`config.mk`:
```
export PLATFORM = sky130hd
export DESIGN_NAME = n_any_gate_serial
export DESIGN_NICKNAME = d
export VERILOG_FILES = /design/src/rtl/n_any_gate_pkg.sv /design/src/rtl/n_any_gate_slice.sv /design/src/rtl/n_any_gate_serial.sv
export SDC_FILE = /design/constraint.sdc
export NUM_CORES = 1
export LEC_CHECK = 0
export ABC_CLOCK_PERIOD_IN_PS = 2500
export BUFFER_PORTS_ARGS = -buffer_cell sky130_fd_sc_hd__buf_2
export CAP_MARGIN = 10
export CORE_UTILIZATION = 50
export CTS_CLUSTER_DIAMETER = 60
export CTS_CLUSTER_SIZE = 25
export DETAILED_ROUTE_END_ITERATION = 16
export GPL_ROUTABILITY_DRIVEN = 0
export MAX_ROUTING_LAYER = met4
export PLACE_DENSITY = 0.72
export SYNTH_ARGS = -nofsm -noshare
export SYNTH_HDL_FRONTEND = slang
export SYNTH_SLANG_ARGS = --single-unit
```
`constraint.sdc`:
```
create_clock -name clk -period 2.5 [get_ports clk]
set_input_delay 0.375 -clock clk [delete_from_list [all_inputs] [get_ports clk]]
set_output_delay 0.375 -clock clk [all_outputs]
set_load 0.03 [all_outputs]
```
`src/rtl/n_any_gate_pkg.sv`:
```
// Shared types and helpers for the serial N-input selectable gate.
package n_any_gate_pkg;

  // Gate operation encoding carried on gate_select.
  typedef enum logic [1:0] {
    GATE_AND  = 2'b00,
    GATE_XOR  = 2'b01,
    GATE_XNOR = 2'b10,
    GATE_OR   = 2'b11
  } gate_sel_t;

  // Controller states.
  typedef enum logic [1:0] {
    IDLE = 2'b00,
    RUN  = 2'b01,
    DONE = 2'b10
  } state_t;

  // Accumulator start value: 1 for AND, 0 for XOR/XNOR/OR.
  function automatic logic identity(gate_sel_t sel);
    return (sel == GATE_AND);
  endfunction

endpackage

```
`src/rtl/n_any_gate_slice.sv`:
```
// Combinational reduction of one W-bit slice under the selected gate.
// XNOR reduces as XOR; the final inversion happens once at the output.
module n_any_gate_slice
  import n_any_gate_pkg::*;
#(
  parameter int unsigned W = 2
) (
  input  logic [W-1:0] i_slice,
  input  gate_sel_t    i_sel,
  output logic         o_red
);

  // Select the slice reduction for the active gate.
  always_comb begin
    o_red = ^i_slice;
    unique case (i_sel)
      GATE_AND: o_red = &i_slice;
      GATE_OR:  o_red = |i_slice;
      default:  o_red = ^i_slice;
    endcase
  end

endmodule

```
`src/rtl/n_any_gate_serial.sv`:
```
// Multi-cycle N-input selectable gate: reduces the operand W bits per cycle
// between two valid/ready handshakes. All handshake outputs are registered.
module n_any_gate_serial
  import n_any_gate_pkg::*;
#(
  parameter int unsigned N          = 8,
  parameter int unsigned W          = 2,
  parameter bit          EARLY_EXIT = 1'b0
) (
  input  logic         clk,
  input  logic         rst,
  input  logic         in_valid,
  output logic         in_ready,
  input  logic [N-1:0] gate_in,
  input  logic [1:0]   gate_select,
  output logic         out_valid,
  input  logic         out_ready,
  output logic         gate_out
);

  localparam int unsigned NumSlices = N / W;
  localparam int unsigned CntW      = $clog2(NumSlices) + 1;
  localparam logic [CntW-1:0] LastCnt = CntW'(NumSlices - 1);

  state_t          r_state;
  gate_sel_t       r_sel;
  logic [N-1:0]    r_opnd;
  logic [CntW-1:0] r_cnt;
  logic            r_acc;
  logic            r_in_ready;
  logic            r_out_valid;
  logic            r_gate_out;

  logic            w_slice_red;
  logic            w_acc_next;
  logic            w_absorb;
  logic            w_last_slice;

  n_any_gate_slice #(
    .W (W)
  ) u_slice (
    .i_slice (r_opnd[W-1:0]),
    .i_sel   (r_sel),
    .o_red   (w_slice_red)
  );

  // Fold the current slice into the accumulator and detect absorbing values.
  always_comb begin
    w_acc_next = r_acc ^ w_slice_red;
    w_absorb   = 1'b0;
    unique case (r_sel)
      GATE_AND: begin
        w_acc_next = r_acc & w_slice_red;
        w_absorb   = ~w_acc_next;
      end
      GATE_OR: begin
        w_acc_next = r_acc | w_slice_red;
        w_absorb   = w_acc_next;
      end
      default: begin
        w_acc_next = r_acc ^ w_slice_red;
        w_absorb   = 1'b0;
      end
    endcase
  end

  // RUN ends on the final slice, or on an absorbing value when early exit is on.
  assign w_last_slice = (r_cnt == LastCnt) || (EARLY_EXIT && w_absorb);

  // Controller FSM with datapath registers and registered handshake outputs.
  always_ff @(posedge clk or posedge rst) begin
    if (rst) begin
      r_state     <= IDLE;
      r_sel       <= GATE_AND;
      r_opnd      <= '0;
      r_cnt       <= '0;
      r_acc       <= 1'b0;
      r_in_ready  <= 1'b1;
      r_out_valid <= 1'b0;
      r_gate_out  <= 1'b0;
    end else begin
      unique case (r_state)
        IDLE: begin
          if (in_valid) begin
            r_opnd     <= gate_in;
            r_sel      <= gate_sel_t'(gate_select);
            r_acc      <= identity(gate_sel_t'(gate_select));
            r_cnt      <= '0;
            r_in_ready <= 1'b0;
            r_state    <= RUN;
          end
        end
        RUN: begin
          r_acc  <= w_acc_next;
          r_opnd <= r_opnd >> W;
          r_cnt  <= r_cnt + 1'b1;
          if (w_last_slice) begin
            r_out_valid <= 1'b1;
            r_gate_out  <= (r_sel == GATE_XNOR) ? ~w_acc_next : w_acc_next;
            r_state     <= DONE;
          end
        end
        DONE: begin
          // A new operand is only taken once back in IDLE.
          if (out_ready) begin
            r_out_valid <= 1'b0;
            r_in_ready  <= 1'b1;
            r_state     <= IDLE;
          end
        end
        default: begin
          r_out_valid <= 1'b0;
          r_in_ready  <= 1'b1;
          r_state     <= IDLE;
        end
      endcase
    end
  end

  assign in_ready  = r_in_ready;
  assign out_valid = r_out_valid;
  assign gate_out  = r_gate_out;

endmodule

```
==> metrics.yaml <==
synthesis.nets: 137
end_kind: "flip-flop"
post-place-ws_ns: 0.640
clk_pin_slew_worst_paths_ns: 0.11
dieArea_um2: 2320
power.leakage_nw: 0.558
powerDensity_nw_per_um2: 1200
ys_top_cells_by_area: "dfrtp_1, ha_1, o21ai_1, a22oi_1, a21oi_1"
fin_cells: 157
ioPinCount: 17
cts_tree: "yes"
grt_pass1_wl_um: 3260
fin_crit_sh: 0.755
yosysSeqAreaShare: 0.447
drive_above_1_share: 0.192
start_kind: "flip-flop"
cts_resized: 0
cp_cell_sequence: "inv_1 -> ha_1 -> inv_1 -> a22oi_1 -> o21ai_1 -> inv_1 -> ha_1 -> nor2b_1 -> a21oi_1 -> xnor2_1 -> o21ai_1"
cap_viol_max_count: 0
synthFlopType: "dfrtp_1"
numCtsBuffers: 3
grt-ovfl-total: 0
grt_pass1_vias: 732
finalCriticalPeriod_ns: 1.89
arrival_ns: 2.08
synth_area_per_cell_um2: 9.36
root_buffer: "clkbuf_4"
drcViolationCount: 0
h-tree-depth: 1
syn_to_final_growth_pct: 10.8
die_y_um: 48.2
detail_route.vias_per_cell: 5.54
cp_slowest_cell: "dfrtp_1"
rsz0062_at_grt: "false"
io_buffers: 16
num_rows: 16
nNetsFinal: 154
final_cell_mix: "dfrtp_1, o21ai_1, buf_2"
cts_hold_buf: 0
slew_violations: 0
worst_slew_pin_slew_ns: 0.715
vias: 870
status: "finished, final reports clean"
hp-class: "in2async"
cp.required_ns: 2.69
setup_viol: 0
clock_latency_ns: 0.30
cts_sinks: 19
tns_ns: 0
multi_input_area_um2: 520
die_w_um: 48.2
wirelength_um: 2060
async_flop_share: 1.00
core-area_um2: 1980
hpwl_um: 1450
yosysUniqueCellTypes: 26
synth_cells: 114
synth-edff-count: 0
timing.final.ws_setup_ns: 0.612
syn_area_um2: 1070
cp_max_fo: 3
irDropWorstVdd_mv: 0.728
final_common_cell: "dfrtp_1"
first_pass_iters: 4
final_hold_viol_count: 0
synth_top_area_frac: 0.422
drtIter0Drc: 20
final-seq-area_um2: 477
antenna_left: 0
diodes: 0
critical_path_class: "reg2reg"
antenna_found_initial: 0
slowest_delay_ns: 0.40
cts_max_path_buffers: 2
fin_util: 0.597
start_util: 0.539
fmax_ghz: 0.530
grt_start_max_net_pins: 20
cpMostUsedCell: "inv_1"
grt.total_usage: 0.213
yosysTopAreaCell: "dfrtp_1"
cts_setup_buffers: 0
wl_per_cell_um: 13.1
ys_warn_count: 0
timing.slew.headroom: 0.523
fill_cells: 168
ys_seq_elements: 19
fin_skew_ns: 0.00871
place_inst: 153
[through the flow]
stage / power [mW] / cell area (um2) / hold WS [ns]
5_1_grt: 1.54 / 1180 / 0.246
2_1_floorplan: 1.11 / 1070 / 0.325
3_5_place_dp: 1.26 / 1160 / 0.479
3_3_place_gp: 1.23 / 1160 / 0.471
4_1_cts: 1.42 / 1180 / 0.202
6_report: 1.42 / 1180 / 0.170
[worst max-delay path: cells and delay by family, from the launching register on]
family	cells	cell delay, ns
AOI/OAI and AO/OA	4	0.53
xor gates and xnor gates	1	0.15
adders and majority gates	2	0.46
buffers and inverters	3	0.19
DFF	1	0.40
and+or+nand+nor	1	0.04
[cells in the mapped netlist, types with 2 or more instances]
master and number:
a21oi_1 10, a22oi_1 7, a2bb2oi_1 2, buf_2 2, dfrtp_1 18, ha_1 9, inv_1 9, nand2_1 10
nand2b_1 2, nor2_1 6, nor2b_1 8, o21ai_1 17
[cell type report]
type,instances,share of cell area
Clock buffer,4,0.0222
Inverter,10,0.0317
Multi-Input combinational cell,80,0.440
Sequential cell,19,0.403
Tap cell,27,0.0286
Timing Repair Buffer,17,0.0741
[routing by layer]
metal,vias up,track usage,share of wire
li1,421,-,-
met1,419,0.277,0.49
met2,25,0.323,0.46
met3,5,0.0333,0.034
met4,0,0.100,0.019
met5,-,-,0
[cell families (layout without fill, tap and decap cells)]
kind of cell,Yosys count,in the layout,synth area share
buf+inv,15,31,0.0656
fa+ha+maj,9,9,0.106
xor+xnor,1,1,0.00821
flops,19,19,0.447
compound gates,41,41,0.238
simple gates,29,29,0.136
[registers in the layout (all words and copies together) (netlist names)]
signal / flops
r_opnd: 8
r_sel: 2
r_cnt: 3
in_ready: 1
r_state: 2
gate_out: 1
out_valid: 1
r_acc: 1
[path summary, 6_finish.rpt]
| path | cells after the start | end | slack (ns) | from |
|---|---|---|---|---|
| worst max-delay path | 11 | gate_out$_DFFE_PP0P_ | 0.61 | r_opnd[0]$_DFFE_PP0P_ |
| worst min-delay path | 2 | r_state[0]$_DFFE_PP0P_ | 0.17 | rst |
| worst max register to register | 11 | gate_out$_DFFE_PP0P_ | 0.61 | r_opnd[0]$_DFFE_PP0P_ |
| worst min register to register | 1 | r_cnt[0]$_DFFE_PP0P_ | 0.49 | r_cnt[0]$_DFFE_PP0P_ |
| max in group asynchronous | 2 | r_state[1]$_DFFE_PP0P_ | 1.88 | rst |
| min in group clk | 3 | r_opnd[7]$_DFFE_PP0P_ | 0.33 | gate_in[7] |
[where the power goes]
group / internal, mW / switching [mW] / total [mW]
registers: 0.441 / 0.110 / 0.551
logic: 0.305 / 0.406 / 0.711
clock network: 0.0622 / 0.0951 / 0.157
total: 0.808 / 0.611 / 1.42
(Power assumes the default switching activity.)
